## src/rtl/pipe_pkg.sv

```systemverilog
// Shared definitions for the bus feeder: FSM encoding and parameter defaults.
package pipe_pkg;

  typedef enum logic [1:0] {
    ST_IDLE  = 2'd0,
    ST_REQ   = 2'd1,
    ST_DRIVE = 2'd2,
    ST_TURN  = 2'd3
  } state_t;

  localparam int unsigned DEF_WIDTH        = 8;
  localparam int unsigned DEF_DRIVE_CYCLES = 1;

endpackage

```

## src/rtl/pipe_feed8b_fifo2.sv

```systemverilog
// Two-entry word FIFO; the caller guarantees no push when full and no pop when empty.
module fifo2 #(
  parameter int unsigned WIDTH = 8
) (
  input  logic             clk,
  input  logic             rst,
  input  logic             push,
  input  logic             pop,
  input  logic [WIDTH-1:0] wdata,
  output logic [1:0]       count,
  output logic [WIDTH-1:0] head
);

  logic [WIDTH-1:0] mem [2];
  logic             wr_ptr;
  logic             rd_ptr;

  assign head = mem[rd_ptr];

  always_ff @(posedge clk) begin
    if (rst) begin
      wr_ptr <= 1'b0;
      rd_ptr <= 1'b0;
      count  <= '0;
      for (int unsigned i = 0; i < 2; i++) mem[i] <= '0;
    end else begin
      if (push) begin
        mem[wr_ptr] <= wdata;
        wr_ptr      <= ~wr_ptr;
      end
      if (pop) rd_ptr <= ~rd_ptr;
      case ({push, pop})
        2'b10:   count <= count + 2'd1;
        2'b01:   count <= count - 2'd1;
        default: count <= count;
      endcase
    end
  end

endmodule

```

## src/rtl/pipe_feed8b.sv

```systemverilog
// Feeds buffered words onto a shared tri-state bus: request, drive for a
// fixed number of cycles, then a one-cycle turnaround before the next word.
module pipe_feed8b
  import pipe_pkg::*;
#(
  parameter int unsigned WIDTH        = DEF_WIDTH,
  parameter int unsigned DRIVE_CYCLES = DEF_DRIVE_CYCLES
) (
  input  logic             clk,
  input  logic             rst,
  input  logic [WIDTH-1:0] in_data,
  input  logic             in_valid,
  output logic             in_ready,
  output logic             bus_req,
  input  logic             bus_gnt,
  output logic [WIDTH-1:0] data_out,
  output logic             drive_en
);

  localparam logic [3:0] DRIVE_LOAD = 4'(DRIVE_CYCLES - 1);

  state_t           state;
  state_t           next;
  logic [1:0]       count;
  logic [WIDTH-1:0] head;
  logic [3:0]       cnt;
  logic             push;
  logic             pop;
  logic             last;

  assign in_ready = (count < 2'd2);
  assign push     = in_valid && in_ready && !rst;
  assign last     = (cnt == 4'd0);
  assign pop      = (state == ST_DRIVE) && last;

  fifo2 #(.WIDTH(WIDTH)) u_fifo (
    .clk   (clk),
    .rst   (rst),
    .push  (push),
    .pop   (pop),
    .wdata (in_data),
    .count (count),
    .head  (head)
  );

  always_ff @(posedge clk) begin
    if (rst) state <= ST_IDLE;
    else     state <= next;
  end

  always_comb begin
    next     = state;
    bus_req  = 1'b0;
    drive_en = 1'b0;
    case (state)
      ST_IDLE:  if (count != 2'd0) next = ST_REQ;
      ST_REQ: begin
        bus_req = 1'b1;
        if (bus_gnt) next = ST_DRIVE;
      end
      ST_DRIVE: begin
        bus_req  = 1'b1;
        drive_en = 1'b1;
        if (last) next = ST_TURN;
      end
      ST_TURN:  next = (count != 2'd0) ? ST_REQ : ST_IDLE;
      default:  next = ST_IDLE;
    endcase
  end

  // Counter runs down to zero; zero marks the final DRIVE cycle (the pop edge).
  always_ff @(posedge clk) begin
    if (rst)                              cnt <= '0;
    else if (state == ST_REQ && bus_gnt)  cnt <= DRIVE_LOAD;
    else if (state == ST_DRIVE && !last)  cnt <= cnt - 4'd1;
  end

  // Head is latched on DRIVE entry so data_out stays put for the whole burst.
  always_ff @(posedge clk) begin
    if (rst)                             data_out <= '0;
    else if (state == ST_REQ && bus_gnt) data_out <= head;
    else if (pop)                        data_out <= '0;
  end

endmodule
```

## config.mk

```make
export PLATFORM = sky130hd
export DESIGN_NAME = pipe_feed8b
export DESIGN_NICKNAME = d
export VERILOG_FILES = /design/src/rtl/pipe_pkg.sv /design/src/rtl/pipe_feed8b_fifo2.sv /design/src/rtl/pipe_feed8b.sv
export SDC_FILE = /design/constraint.sdc
export NUM_CORES = 1
export LEC_CHECK = 0
export CAP_MARGIN = 20
export CORE_ASPECT_RATIO = 0.5
export CORE_MARGIN = 4
export CORE_UTILIZATION = 48
export DETAILED_ROUTE_END_ITERATION = 12
export HOLD_SLACK_MARGIN = 0.08
export PLACE_DENSITY = 0.75
export SYNTH_ARGS = -nofsm -noshare
export SYNTH_HDL_FRONTEND = slang
export SYNTH_HIERARCHICAL = 1
export SYNTH_SLANG_ARGS = --single-unit
```

## constraint.sdc

```tcl
create_clock -name clk -period 2.35 [get_ports clk]
set_input_delay 0.3525 -clock clk [delete_from_list [all_inputs] [get_ports clk]]
set_output_delay 0.3525 -clock clk [all_outputs]
set_load 0.005 [all_outputs]
```

After elaboration in Yosys (flattened, before gate mapping) --
Memory sizes are Yosys's and may differ from the RTL's. A register that Yosys moved wholly into a read port is not among the register bits. Cells that the tools add are included.
Word-level totals: register bits after elaboration 18, bits in latches 0, memory bits (writable) 16, memory bits (read-only) 0, output and inout port bits 11, logic and storage cells 57, memories kept 1
Cells by class: add/subtract/negate cells 3, multipliers 0, div/mod/pow operators 0, magnitude comparators 1, equal/unequal tests 8, shift-type cells 0, multiplexer cells 20, bitwise operators 2, reductions and logical operators 16
Memory list:
- u_fifo.mem | words 2, bits a word 8, read ports 1, clocked after Yosys merged registers in 1, write ports 2, RTL line pipe_feed8b_fifo2.sv:14 | logic [WIDTH-1:0] mem [2];
Operators by type and width (number):
- $mux 8 | 3
- $mux 1 | 12
- $pmux 2 s4 | 1
- $reduce_or 8->1 | 1
- $eq 2x2->1 const B | 3
- $mux 2 | 3
- $ne 2x2->1 const B | 3
- $reduce_bool 2->1 | 3
- $logic_and 1x1->1 | 5
- $eq 2x1->1 const B | 2
- $logic_not 4->1 | 1
- $pmux 2 s2 | 1
- $reduce_or 2->1 | 2
- $sub 4x1->4 const B | 1
- $reduce_and 3->1 | 1
- $add 2x1->2 const B | 1
- $logic_not 1->1 | 2
- $logic_not 2->1 | 1
- $lt 2x2->1 const B | 1
- $not 1->1 | 2
- $sub 2x1->2 const B | 1

Depth between registers and ports, before layout --
depth after elaboration 8, gate-level depth with buffers 9, gate-level depth less buffers 8

By module --
The synthesis kept the hierarchy.
Modules (own cells, without submodules):
- fifo2 | instances 1, cells each 73, area each 894.6 um^2, seq. area each 580.6 um^2
- pipe_feed8b | instances 1, cells each 85, area each 710.7 um^2, seq. area each 280.3 um^2

Worst setup path before layout --
OpenSTA, ideal clock, no wires.
path kind reg2reg, start register state[0], end register u_fifo.count[1], data arrival time 2.238 ns, setup slack 0.041 ns, cell stages (with the launch flop) 9, period minus slack after synthesis 2.309 ns, cell sequence dfxtp_1 > inv_1 > ha_1 > or4bb_2 > clkbuf_1 > inv_1 > ha_1 > or3_1 > a21oi_1
On the way: word-level cells in the longest chain between the ends 4, elaborated cells on any way between the ends 6
Ends and longest elaborated chain:
- start: declaration | RTL line pipe_feed8b.sv:22 | state_t state;
- start signal: assignment | RTL line pipe_feed8b.sv:48 | else state <= next;
- $eq 2x2->1 (*) | RTL line pipe_feed8b.sv:34 | assign pop = (state == ST_DRIVE) && last;
- $logic_and 1x1->1 (*) | RTL line pipe_feed8b.sv:34
- net pop | RTL line pipe_feed8b.sv:28 | logic pop;
- $eq 2x1->1 or $eq 2x2->1 (tied branches) | RTL line pipe_feed8b_fifo2.sv:32 | case ({push, pop})
- $pmux 2 s2 or $reduce_bool 2->1 (tied branches)
- end signal: assignment | RTL line pipe_feed8b_fifo2.sv:33 | 2'b10: count <= count + 2'd1;
- end signal: assignment | RTL line pipe_feed8b_fifo2.sv:34 | 2'b01: count <= count - 2'd1;
- end signal: assignment | RTL line pipe_feed8b_fifo2.sv:35 | default: count <= count;
- end: declaration | RTL line pipe_feed8b_fifo2.sv:10 | output logic [1:0] count,
Mark *: on every way through the listed nets, which the timed path passes. The rest lies on a longest branch. A chain may end at the register's enable or synchronous reset.

Final worst setup path --
Ends and elaborated chain as after synthesis.

==> results.toml <==
[die]
core.rowCount = 14
start_util_pct = 51.78
dieArea_sq_um = 4390
die_h_um = 48.89
die_w_um = 89.79
ioPinCount = 23
coreArea_sq_um = 3100

[clock_network]
clkTransAtPathRegs_ps = 70
clk_latency_ps = 290
clk_root_buffer_cell = "clkbuf_8"
cts_setup_buffers = 0
clock_sinks = 35
ctsResizeCount = 0
cts_buffers = 5
cts_tree = "done"
cts_hold_buf = 0
h-tree-depth = 2
max-clock-path-buffers = 2

[finish]
n_antenna_cell = 0
multi_input_area_sq_um = 683.2
fin_nets = 205
layout.cells.non_filler = 227
seqCellArea_sq_um = 860.8
drive_above_1_share_pct = 12.30
n_fill_cell = 261
area_growth_syn_to_layout_pct = 22.99

[synthesis]
synthCells = 158
seq_area_frac_synth_pct = 53.62
synth_warnings = 6
synthSimpleGateAreaFrac_pct = 20.50
synth_fp_nets = 177
yosysTopAreaCell = "edfxtp_1"
yosys-top-cells-count = "nor2_1 (22), dfxtp_1 (19), edfxtp_1 (16)"
synthMuxAreaShare_pct = 6.937
ys.flop_type = "dfxtp_1"
synth_compound_area_share_pct = 7.482
yosysMostFrequentCell = "nor2_1"
async_flop_share_pct = 0
yosysTopAreaCellShare_pct = 29.93
synth_xor_xnor_area_share_pct = 2.182
synth.area.top_cells = "edfxtp_1 (30%), dfxtp_1 (24%), nand2b_1 (5.8%)"
synth_fa_ha_area_share_pct = 5.456
synth-edff-count = 16
synth-seq-cells = 35
yosys.cell_types.count = 28
synth_top_family_by_area = "simple AND/OR/NAND/NOR gates"
syn_avg_cell_area_sq_um = 10.16
synth_area_sq_um = 1605

[critical_path]
crit_path_end_kind = "flop"
r2r_start = "state[0]"
cp_data_required_time_ps = 2550
crit_type = "reg2reg"
reg2reg_to = "u_fifo/count[1]"
arrival_ps = 2390
critPathLaunchType = "flop"
r2r_setup_slack_ps = 170
r2r_cells = 7
cp-startpoint = "state[0]"
crit_path_max_fanout = 5

[drt]
vias = 1174
drc = 0
antenna_left = 0
via_per_inst = 5.172
drt_wl_total_um = 3084
drt_iter0_markers = 74
first_pass_iters = 6
route.detailed.wl_per_inst_um = 13.59

[global_route]
overflow = 0
grt_first_pass_wirelength_um = 5140
grt_pass1_vias = 1140
grt_max_degree = 29
antenna_found_initial = 0
track_usage_pct = 15.05

[run_status]
status = "finished, final reports clean"

[timing]
post-route-min-period_ps = 2184
tightest_slew_ps = 487.7
fmax_mhz = 457.8
max_slew_margin_pct = 67.49
drv_slew = 0
hold_viol_final = 0
setup_viol = 0
rsz0062_at_grt = "no"
skew_ps = 8.498
period_share_pct = 92.95
tns_ps = 0

[pwr]
p_leak_nw = 0.7303
ir_worst_vdd_mv = 0.4465
p_per_area_nw_per_um2 = 867.9

[placement]
dp.cells = 219
hpwl_um = 2126
routabilityCongestion = 0.7534
io_buffers = 22

[hold_path]
hold_class = "reg2reg"
worstHoldStart = "data_out[3]"
worstHoldEndpoint = "data_out[3]"
hold_depth = 2

[job]
timing.max_cap.violations = 0
[cell usage in the layout (no fill, tap or decap), types with 3 or more instances in the layout]
cell type,count
nor2_1,22
clkbuf_8,5
nand2_1,11
o21ai_0,3
nand3_1,9
edfxtp_1,16
dfxtp_1,19
a21oi_1,13
nand2b_1,15
mux2_2,8
buf_4,5
clkdlybuf4s50_1,22
inv_1,10
ha_1,7
[how the worst max path moves through the flow]
stage                            to  cells past startpoint
detailed placement  u_fifo/count[1]                      6
CTS                 u_fifo/count[1]                      7
global route        u_fifo/count[1]                      7
floorplan           u_fifo/count[1]                      8
finish              u_fifo/count[1]                      7
global placement    u_fifo/count[1]                      6
[metrics by stage]
stage	hold WS, ps	setup slack [ps]	utilization [%]	power [mW]	cell area (sq um)
3_3_place_gp	454.8	256.4	60.94	1.284	1889
2_1_floorplan	444.5	41.46	-	1.115	1605
5_1_grt	488.3	73.60	63.68	1.825	1974
4_1_cts	468.6	151.4	63.68	1.726	1974
3_5_place_dp	458.2	151.1	60.94	1.303	1889
6_report	466.2	165.6	63.68	1.714	1974
[sequential cells by signal, indices dropped and copies added, names as in the netlist, named ones only]
| signal | count |
|---|---|
| state | 2 |
| u_fifo/wr_ptr | 1 |
| u_fifo/rd_ptr | 1 |
| cnt | 4 |
| data_out | 8 |
| u_fifo/mem | 16 |
| u_fifo/count | 2 |
[worst max-delay path: stages, from the launching register on]
cell and delay (ps):
dfxtp_1 350, inv_1 140, ha_1 180, or4bb_2 540, inv_1 110, ha_1 260
or3_1 350, a21oi_1 180
[kinds of logic after synthesis]
family / after synthesis
AOI/OAI and AO/OA: 21
xor gates and xnor gates: 4
adders and majority gates: 7
buffers and inverters: 16
DFF: 35
muxes: 10
and+or+nand+nor: 65
[area by class of cell]
type	instances	area share (%)
Clock buffer	6	3.676
Clock inverter	2	0.6337
Inverter	10	1.901
Tap cell	40	2.535
Multi-Input combinational cell	107	34.60
Timing Repair Buffer	27	13.05
Sequential cell	35	43.60
[power by group]
part / internal (mW) / total, mW / switching, mW
combinational: 0.263 / 0.502 / 0.239
sequential: 0.717 / 0.792 / 0.0746
clock: 0.207 / 0.420 / 0.213
total: 1.19 / 1.71 / 0.526
[routing by layer]
| metal | up-vias | GRT usage [%] | part of all wire, % |
|---|---|---|---|
| met1 | 555 | 16.44 | 44 |
| met2 | 20 | 26.99 | 51 |
| met5 | - | 0 | 0 |
| met4 | 0 | 6.870 | 1.5 |
| li1 | 595 | - | - |
| met3 | 4 | 4.931 | 3.7 |
Note: power is estimated with default switching activity, not from simulation.
